===== src/rtl/debounce_pkg.sv =====
// Shared definitions for the pushbutton debouncer: FSM state encoding and
// default qualification length.
package debounce_pkg;

   typedef enum logic [1:0] {
      ST_STABLE_LO = 2'b00,
      ST_CHECK_HI  = 2'b01,
      ST_STABLE_HI = 2'b11,
      ST_CHECK_LO  = 2'b10
   } state_e;

   localparam int DEBOUNCE_CYCLES_DEF = 4;
   localparam int CNT_WIDTH_DEF       = 3;

   function automatic logic is_check(input state_e s);
      return (s == ST_CHECK_HI) || (s == ST_CHECK_LO);
   endfunction

endpackage


===== src/rtl/sync_2ff.sv =====
// Two-flop synchronizer for a single asynchronous bit; both stages reset to 0.
module sync_2ff (
   input  logic clk,
   input  logic rst_n,
   input  logic d_i,
   output logic q_o
);

   logic s1_q;
   logic s2_q;

   always_ff @(posedge clk or negedge rst_n) begin
      if (!rst_n) begin
         s1_q <= 1'b0;
         s2_q <= 1'b0;
      end else begin
         s1_q <= d_i;
         s2_q <= s1_q;
      end
   end

   assign q_o = s2_q;

endmodule


===== src/rtl/button_debouncer.sv =====
// Pushbutton conditioner: synchronizes a bouncy raw input, accepts a new level
// only after DEBOUNCE_CYCLES identical samples, and flags each accepted edge.
module button_debouncer
   import debounce_pkg::*;
#(
   parameter int DEBOUNCE_CYCLES = DEBOUNCE_CYCLES_DEF,
   parameter int CNT_WIDTH       = CNT_WIDTH_DEF
) (
   input  logic clk,
   input  logic rst_n,
   input  logic btn_in,
   output logic btn_level,
   output logic rise_pulse,
   output logic fall_pulse,
   output logic busy
);

   localparam logic [CNT_WIDTH-1:0] CNT_ONE  = CNT_WIDTH'(1);
   localparam logic [CNT_WIDTH-1:0] CNT_LAST = CNT_WIDTH'(DEBOUNCE_CYCLES - 1);

   logic                 btn_sync;
   state_e               state_q, state_d;
   logic [CNT_WIDTH-1:0] cnt_q, cnt_d;
   logic                 level_q, level_d;
   logic                 rise_q, rise_d;
   logic                 fall_q, fall_d;
   logic                 busy_q, busy_d;

   sync_2ff u_sync (
      .clk   (clk),
      .rst_n (rst_n),
      .d_i   (btn_in),
      .q_o   (btn_sync)
   );

   always_ff @(posedge clk or negedge rst_n) begin
      if (!rst_n) begin
         state_q <= ST_STABLE_LO;
         cnt_q   <= '0;
         level_q <= 1'b0;
         rise_q  <= 1'b0;
         fall_q  <= 1'b0;
         busy_q  <= 1'b0;
      end else begin
         state_q <= state_d;
         cnt_q   <= cnt_d;
         level_q <= level_d;
         rise_q  <= rise_d;
         fall_q  <= fall_d;
         busy_q  <= busy_d;
      end
   end

   // Terminal compare is checked before incrementing, and every state exit
   // clears the counter, so it can never wrap.
   always_comb begin
      state_d = state_q;
      cnt_d   = cnt_q;
      case (state_q)
         ST_STABLE_LO: begin
            if (btn_sync) begin
               state_d = ST_CHECK_HI;
               cnt_d   = CNT_ONE;
            end
         end
         ST_CHECK_HI: begin
            if (!btn_sync) begin
               state_d = ST_STABLE_LO;
               cnt_d   = '0;
            end else if (cnt_q == CNT_LAST) begin
               state_d = ST_STABLE_HI;
               cnt_d   = '0;
            end else begin
               cnt_d = cnt_q + CNT_ONE;
            end
         end
         ST_STABLE_HI: begin
            if (!btn_sync) begin
               state_d = ST_CHECK_LO;
               cnt_d   = CNT_ONE;
            end
         end
         ST_CHECK_LO: begin
            if (btn_sync) begin
               state_d = ST_STABLE_HI;
               cnt_d   = '0;
            end else if (cnt_q == CNT_LAST) begin
               state_d = ST_STABLE_LO;
               cnt_d   = '0;
            end else begin
               cnt_d = cnt_q + CNT_ONE;
            end
         end
         default: begin
            state_d = ST_STABLE_LO;
            cnt_d   = '0;
         end
      endcase
   end

   // Pulses fire only on a completed qualification, never on an abort.
   always_comb begin
      level_d = level_q;
      rise_d  = 1'b0;
      fall_d  = 1'b0;
      busy_d  = is_check(state_d);
      if ((state_q == ST_CHECK_HI) && (state_d == ST_STABLE_HI)) begin
         level_d = 1'b1;
         rise_d  = 1'b1;
      end
      if ((state_q == ST_CHECK_LO) && (state_d == ST_STABLE_LO)) begin
         level_d = 1'b0;
         fall_d  = 1'b1;
      end
   end

   assign btn_level  = level_q;
   assign rise_pulse = rise_q;
   assign fall_pulse = fall_q;
   assign busy       = busy_q;

endmodule


===== config.mk =====
export PLATFORM = sky130hd
export DESIGN_NAME = button_debouncer
export DESIGN_NICKNAME = d
export VERILOG_FILES = /design/src/rtl/debounce_pkg.sv /design/src/rtl/sync_2ff.sv /design/src/rtl/button_debouncer.sv
export SDC_FILE = /design/constraint.sdc
export NUM_CORES = 1
export LEC_CHECK = 0
export ABC_AREA = 1
export BUFFER_PORTS_ARGS = -buffer_cell sky130_fd_sc_hd__buf_2
export CAP_MARGIN = 30
export CORE_AREA = 2 2 39 41
export DETAILED_ROUTE_END_ITERATION = 12
export DIE_AREA = 0 0 41 43
export GPL_TIMING_DRIVEN = 0
export SLEW_MARGIN = 25
export SYNTH_ARGS = -nofsm -noshare
export SYNTH_HDL_FRONTEND = slang
export SYNTH_SLANG_ARGS = --single-unit

===== constraint.sdc =====
create_clock -name clk -period 2 [get_ports clk]
set_input_delay 0.2 -clock clk [delete_from_list [all_inputs] [get_ports clk]]
set_output_delay 0.2 -clock clk [all_outputs]
set_load 0.05 [all_outputs]

==> results.py, run 1 <==
metrics = {
    "outcome": {
        "outcome": "completed",
    },
    "yosys": {
        "ys.warnings.count": 0,
        "synthDistinctLibCells": 13,
        "avgSynthCellArea_um2": 8.411,
        "netlist_area_um2": 605.6,
        "synthCells": 72,
        "ys_seq_elements": 11,
        "syn-num-nets": 82,
        "synth_seq_area_share": 0.4545,
    },
    "layout": {
        "num_antenna_cells": 0,
        "drive_gt1_frac": 0.2410,
        "post-route-util": 0.5009,
        "nFillCells": 133,
        "final_common_cell": "nand2_1",
        "fin_nets": 94,
        "area_delta_synth_final_pct": 14.46,
        "final_cell_mix": "20 x nand2_1, 11 x inv_1, 11 x dfrtp_1",
    },
    "clock_network": {
        "cts_root_buf": "clkbuf_4",
        "numCtsBuffers": 3,
        "insertion_delay_ns": 0.26,
        "tritoncts": "built",
        "cts_setup_buffers": 0,
        "cts_hold_buf": 1,
        "ctsResizeCount": 0,
        "cts.sinks": 11,
        "clk_pin_slew_ns": 0.07,
        "cts_buffer_depth": 2,
        "htree_levels": 1,
    },
    "critical_path": {
        "required_ns": 2.16,
        "worstSetupStartpointType": "register",
        "worstSetupPathType": "register to register",
        "crit_path_end_kind": "register",
        "critPathArrivalTime_ns": 1.90,
        "cp_max_fo": 5,
    },
    "route": {
        "routed_via_density": 4.586,
        "drc": 0,
        "drtAntennaViolNets": 0,
        "wirelength_um": 1013,
        "wl_per_cell_um": 10.23,
        "dr.first_iter.drc_count": 4,
        "drt_pass1_iterations": 4,
        "vias": 454,
    },
    "power": {
        "internal_power_uw": 578.0,
        "p_leak_uw": 0.0003970,
        "p_sw_frac": 0.4887,
        "ir_worst_vdd_mv": 0.6501,
        "power.share.combinational": 0.564,
        "p_switching_uw": 552.4,
        "total_power_uw": 1130,
        "power_frac_seq": 0.306,
        "power_frac_clock": 0.130,
        "power_density_nw_per_um2": 1631,
    },
    "timing": {
        "rsz0062_at_grt": "false",
        "finalSetupTns_ns": 0,
        "setup_violations": 0,
        "max_freq_mhz": 573.6,
        "slew-limit-headroom": 0.7718,
        "timing.final.ws_setup_ns": 0.2566,
        "period_share": 0.8717,
        "tightest_slew_ns": 0.3387,
        "finalMaxSlewViolations": 0,
        "fin_skew_ns": 0.0009984,
        "final.min_clock_period_ns": 1.743,
        "hold_viol_final": 0,
    },
    "grt": {
        "busiest_layer": "met2",
        "grt_pass1_vias": 429,
        "grt_pass1_wl_um": 1704,
        "grt_max_degree": 12,
        "use_met2": 0.2281,
        "use_met3": 0.07853,
        "met1_usage": 0.1781,
        "grt_overflow": 0,
        "grt_usage": 0.1464,
        "antenna_found_initial": 0,
    },
    "placed_design": {
        "gp_congestion": 0.7775,
        "dp_slack_ns": 0.2442,
        "io_buffers": 6,
        "dpl.hpwl_um": 866.8,
    },
    "worst_hold_path": {
        "hp-class": "input pin to register",
    },
    "floorplanning": {
        "die_height_um": 43,
        "coreArea_um2": 1384,
        "rows": 14,
        "die_x_um": 41,
        "initial_core_util": 0.4376,
        "ioPinCount": 7,
        "die_area_um2": 1763,
    },
    "run": {
        "maxCapViolCount": 0,
    },
}
-- area by class of cell --
type	instances	area, µm²	share of cell area
clock buffers	3	22.52	0.03249
clock inverters	1	5.005	0.007220
inverters	14	52.55	0.07581
multi-input cells	47	277.8	0.4007
flip-flops and latches	11	275.3	0.3971
well taps	16	20.02	0.02888
repair buffers	7	40.04	0.05776
-- worst paths after layout --
path / end / slack (ns) / depth (start not counted) / start
max: btn_level$_DFFE_PN0P_ / 0.26 / 13 / state_q[1]$_DFF_PN0_
min: u_sync.s1_q$_DFF_PN0_ / 0.04 / 1 / btn_in
max in group asynchronous: btn_level$_DFFE_PN0P_ / 1.49 / 2 / rst_n
min reg2reg: u_sync.q_o$_DFF_PN0_ / 0.35 / 0 / u_sync.s1_q$_DFF_PN0_
max reg2reg: btn_level$_DFFE_PN0P_ / 0.26 / 13 / state_q[1]$_DFF_PN0_
min in group asynchronous: cnt_q[2]$_DFFE_PN0P_ / 0.32 / 2 / rst_n
-- per-stage QoR --
stage	hold WS [ns]	instance area (µm²)	cells
2_1_floorplan	-0.09559	605.6	72
3_3_place_gp	0.08257	655.6	94
3_5_place_dp	0.08340	655.6	94
4_1_cts	0.02748	693.2	99
5_1_grt	0.01830	693.2	99
6_report	0.03714	693.2	99
-- power by group through the flow --
stage	logic [µW]	clock network, µW	registers, µW
floorplan	393	0	459
global placement	633	0	348
detailed placement	640	0	351
CTS	645	154	347
global route	724	163	355
finish	637	147	346
-- worst max-delay path, cell delays in order, from the launching register on --
cell and delay (ns):
dfrtp_1 0.41, inv_1 0.13, ha_1 0.23, nand2_2 0.10, inv_2 0.04, nand2_1 0.07, nand3_2 0.07, nand2_2 0.08
inv_1 0.05, ha_1 0.19, nand2_1 0.06, inv_1 0.05, nor2_1 0.11, nor2_2 0.05
-- sequential cells by signal, indices dropped and copies added (netlist names) --
register     count
rise_pulse       1
btn_level        1
state_q          2
u_sync.s1_q      1
busy             1
fall_pulse       1
u_sync.q_o       1
cnt_q            3
-- layer usage --
layer	up-vias	wire, µm
met2	10	532
met5	-	0
met4	0	0
met3	0	59
met1	200	421
li1	244	-
-- cells by family (layout without fill, tap and decap cells) --
family,count (synthesis),after routing,share of synthesized area
and+or+nand+nor,34,34,0.2624
buffers and inverters,14,25,0.08678
DFF,11,11,0.4545
adders and majority gates,7,7,0.1446
AOI/OAI and AO/OA,6,6,0.05165
-- cell usage after synthesis, drive strengths merged --
cell | count | area, µm²
o21ai | 3 | 15.01
nor2 | 7 | 31.28
inv | 14 | 52.55
nand2 | 22 | 87.58
dfrtp | 11 | 275.3
a31oi | 1 | 6.260
nand3 | 5 | 40.04
ha | 7 | 87.58
a21oi | 2 | 10.01
(Power assumes the default switching activity.)
==> run 2: changes to the inputs <==
--- a/config.mk
+++ b/config.mk
@@ -8,10 +8,11 @@
 export ABC_AREA = 1
 export BUFFER_PORTS_ARGS = -buffer_cell sky130_fd_sc_hd__buf_2
 export CAP_MARGIN = 30
-export CORE_AREA = 2 2 39 41
+export CORE_AREA = 3 3 40 42
 export DETAILED_ROUTE_END_ITERATION = 12
-export DIE_AREA = 0 0 41 43
+export DIE_AREA = 0 0 43 45
 export GPL_TIMING_DRIVEN = 0
+export PLACE_DENSITY = 0.69
 export SLEW_MARGIN = 25
 export SYNTH_ARGS = -nofsm -noshare
 export SYNTH_HDL_FRONTEND = slang
==> run 2 against run 1 <==
Final cell count is 1.0% lower. Register-to-register slack hardly changed. Global-route usage is 1.1 points lower. Total power is 1.0% higher. Count of clock-buffer cells in the layout is 1 higher. Die area is 9.8% higher. Via count is 2.0% higher. Sequential power hardly changed. Clock power is 5% higher. Worst hold slack worse by 0.0019 ns. Fmax is 0.82% higher. Utilization is 3.7 points higher. Critical endpoint unchanged. Largest power group unchanged. Highest routed layer is now met4.
==> results.py, run 2 (synthesized netlist as in run 1, its figures left out) <==
metrics = {
    "outcome": {
        "outcome": "completed",
    },
    "floorplanning": {
        "rows": 13,
        "die_area_um2": 1935,
        "die_height_um": 45,
        "die_x_um": 43,
        "coreArea_um2": 1285,
        "ioPinCount": 7,
        "initial_core_util": 0.4713,
    },
    "timing": {
        "fin_skew_ns": 0.006366,
        "tightest_slew_ns": 0.3407,
        "period_share": 0.8646,
        "hold_viol_final": 0,
        "setup_violations": 0,
        "finalMaxSlewViolations": 0,
        "rsz0062_at_grt": "false",
        "finalSetupTns_ns": 0,
        "final.min_clock_period_ns": 1.729,
        "slew-limit-headroom": 0.7705,
        "max_freq_mhz": 578.3,
    },
    "route": {
        "wl_per_cell_um": 10.81,
        "wirelength_um": 1059,
        "drtAntennaViolNets": 0,
        "drt_pass1_iterations": 2,
        "dr.first_iter.drc_count": 3,
        "routed_via_density": 4.724,
        "vias": 463,
        "drc": 0,
    },
    "grt": {
        "antenna_found_initial": 0,
        "grt_pass1_vias": 479,
        "grt_usage": 0.1349,
        "grt_overflow": 0,
        "grt_pass1_wl_um": 1890,
        "grt_max_degree": 12,
    },
    "clock_network": {
        "clk_pin_slew_ns": 0.07,
        "tritoncts": "built",
        "htree_levels": 1,
        "cts_setup_buffers": 0,
        "cts.sinks": 11,
        "cts_root_buf": "clkbuf_4",
        "insertion_delay_ns": 0.27,
        "numCtsBuffers": 3,
        "cts_hold_buf": 1,
        "cts_buffer_depth": 2,
        "ctsResizeCount": 0,
    },
    "critical_path": {
        "cp_common_cell": "inv_1",
        "critPathArrivalTime_ns": 1.90,
        "path_cells": "inv_1 -> ha_1 -> inv_1 -> nor2_1 -> nand2_1 -> nand3_2 -> nand2_2 -> inv_1 -> ha_1 -> nand2_1 -> inv_1 -> nor2_1 -> nor2_2",
        "slowest_stage": "dfrtp_1",
        "required_ns": 2.17,
        "cp_max_fo": 4,
        "worstSetupStartpointType": "register",
        "reg2reg_depth": 13,
        "crit_path_end_kind": "register",
        "worstSetupPathType": "register to register",
        "max_stage_delay_ns": 0.40,
    },
    "layout": {
        "fin_nets": 94,
        "reg.largest.list": "cnt_q x3, state_q x2",
        "drive_gt1_frac": 0.2289,
        "fin_area_um2": 690.7,
        "area_delta_synth_final_pct": 14.05,
        "largest_reg_flops": 3,
        "regMostFlops": "cnt_q",
        "final_cell_mix": "20 x nand2_1, 11 x inv_1, 11 x dfrtp_1",
        "num_antenna_cells": 0,
        "final_common_cell": "nand2_1",
    },
    "power": {
        "p_leak_uw": 0.0003943,
        "p_switching_uw": 561.3,
        "power.share.combinational": 0.561,
        "internal_power_uw": 580.5,
        "power_density_nw_per_um2": 1653,
        "p_sw_frac": 0.4916,
        "power_frac_clock": 0.136,
        "power_frac_seq": 0.303,
        "ir_worst_vdd_mv": 0.8286,
    },
    "worst_hold_path": {
        "whs_path_depth": 1,
        "hp-class": "input pin to register",
    },
    "run": {
        "maxCapViolCount": 0,
    },
    "placed_design": {
        "gp_congestion": 0.8239,
        "placed_area_um2": 654.4,
        "dpl.hpwl_um": 883.9,
        "io_buffers": 6,
    },
}
## run 2: cell types whose count changed in the layout (fill, tap and decap cells not counted), sizes merged
| cell | delta |
|---|---|
| clkbuf | +1 |
| clkinv | -1 |
## run 2: worst paths after layout
kind                       slack, ns                  start               endpoint
setup / recovery                0.27   state_q[0]$_DFF_PN0_  btn_level$_DFFE_PN0P_
hold / removal                  0.04                 btn_in  u_sync.s1_q$_DFF_PN0_
setup reg to reg                0.27   state_q[0]$_DFF_PN0_  btn_level$_DFFE_PN0P_
hold reg to reg                 0.36  u_sync.s1_q$_DFF_PN0_   u_sync.q_o$_DFF_PN0_
max in group asynchronous       1.48                  rst_n   fall_pulse$_DFF_PN0_
min in group asynchronous       0.32                  rst_n   cnt_q[2]$_DFFE_PN0P_
## run 2: power groups by stage
stage	logic [µW]	registers (µW)	clock network, µW
final	641	346	155
after global routing	743	355	166
after CTS	653	348	160
after detailed placement	650	352	0
after global placement	624	348	0
after floorplan	393	459	0
## run 2: critical path, delay by kind of cell, from the launching register on
| family | cells | cell delay [ns] |
|---|---|---|
| DFF | 1 | 0.40 |
| buffers and inverters | 4 | 0.29 |
| and+or+nand+nor | 7 | 0.48 |
| adders and majority gates | 2 | 0.45 |
## run 2: metal layers
layer / vias up / wire [µm] / global-route usage
li1: 239 / - / -
met1: 215 / 481 / 0.1500
met2: 7 / 517 / 0.2425
met3: 2 / 41 / 0.03984
met4: 0 / 19 / 0.05422
met5: - / 0 / 0
## run 2: area by class of cell
cell class / count / area, µm²
multi-input cells: 47 / 277.8
flip-flops and latches: 11 / 275.3
fillers: 123 / 594.3
inverters: 14 / 52.55
well taps: 15 / 18.77
repair buffers: 7 / 40.04
clock buffers: 4 / 26.28
## run 2: through the flow
step	power [µW]	cells	worst slack, ns	util	hold WS [ns]
floorplan	851.7	72	0.4621	-	-0.09559
CTS	1160	98	0.2443	0.5375	0.02593
global route	1265	98	0.09492	0.5375	0.03025
global placement	971.3	93	0.3294	0.5093	0.08334
detailed placement	1002	93	0.2594	0.5093	0.08319
finish	1142	98	0.2707	0.5375	0.03521
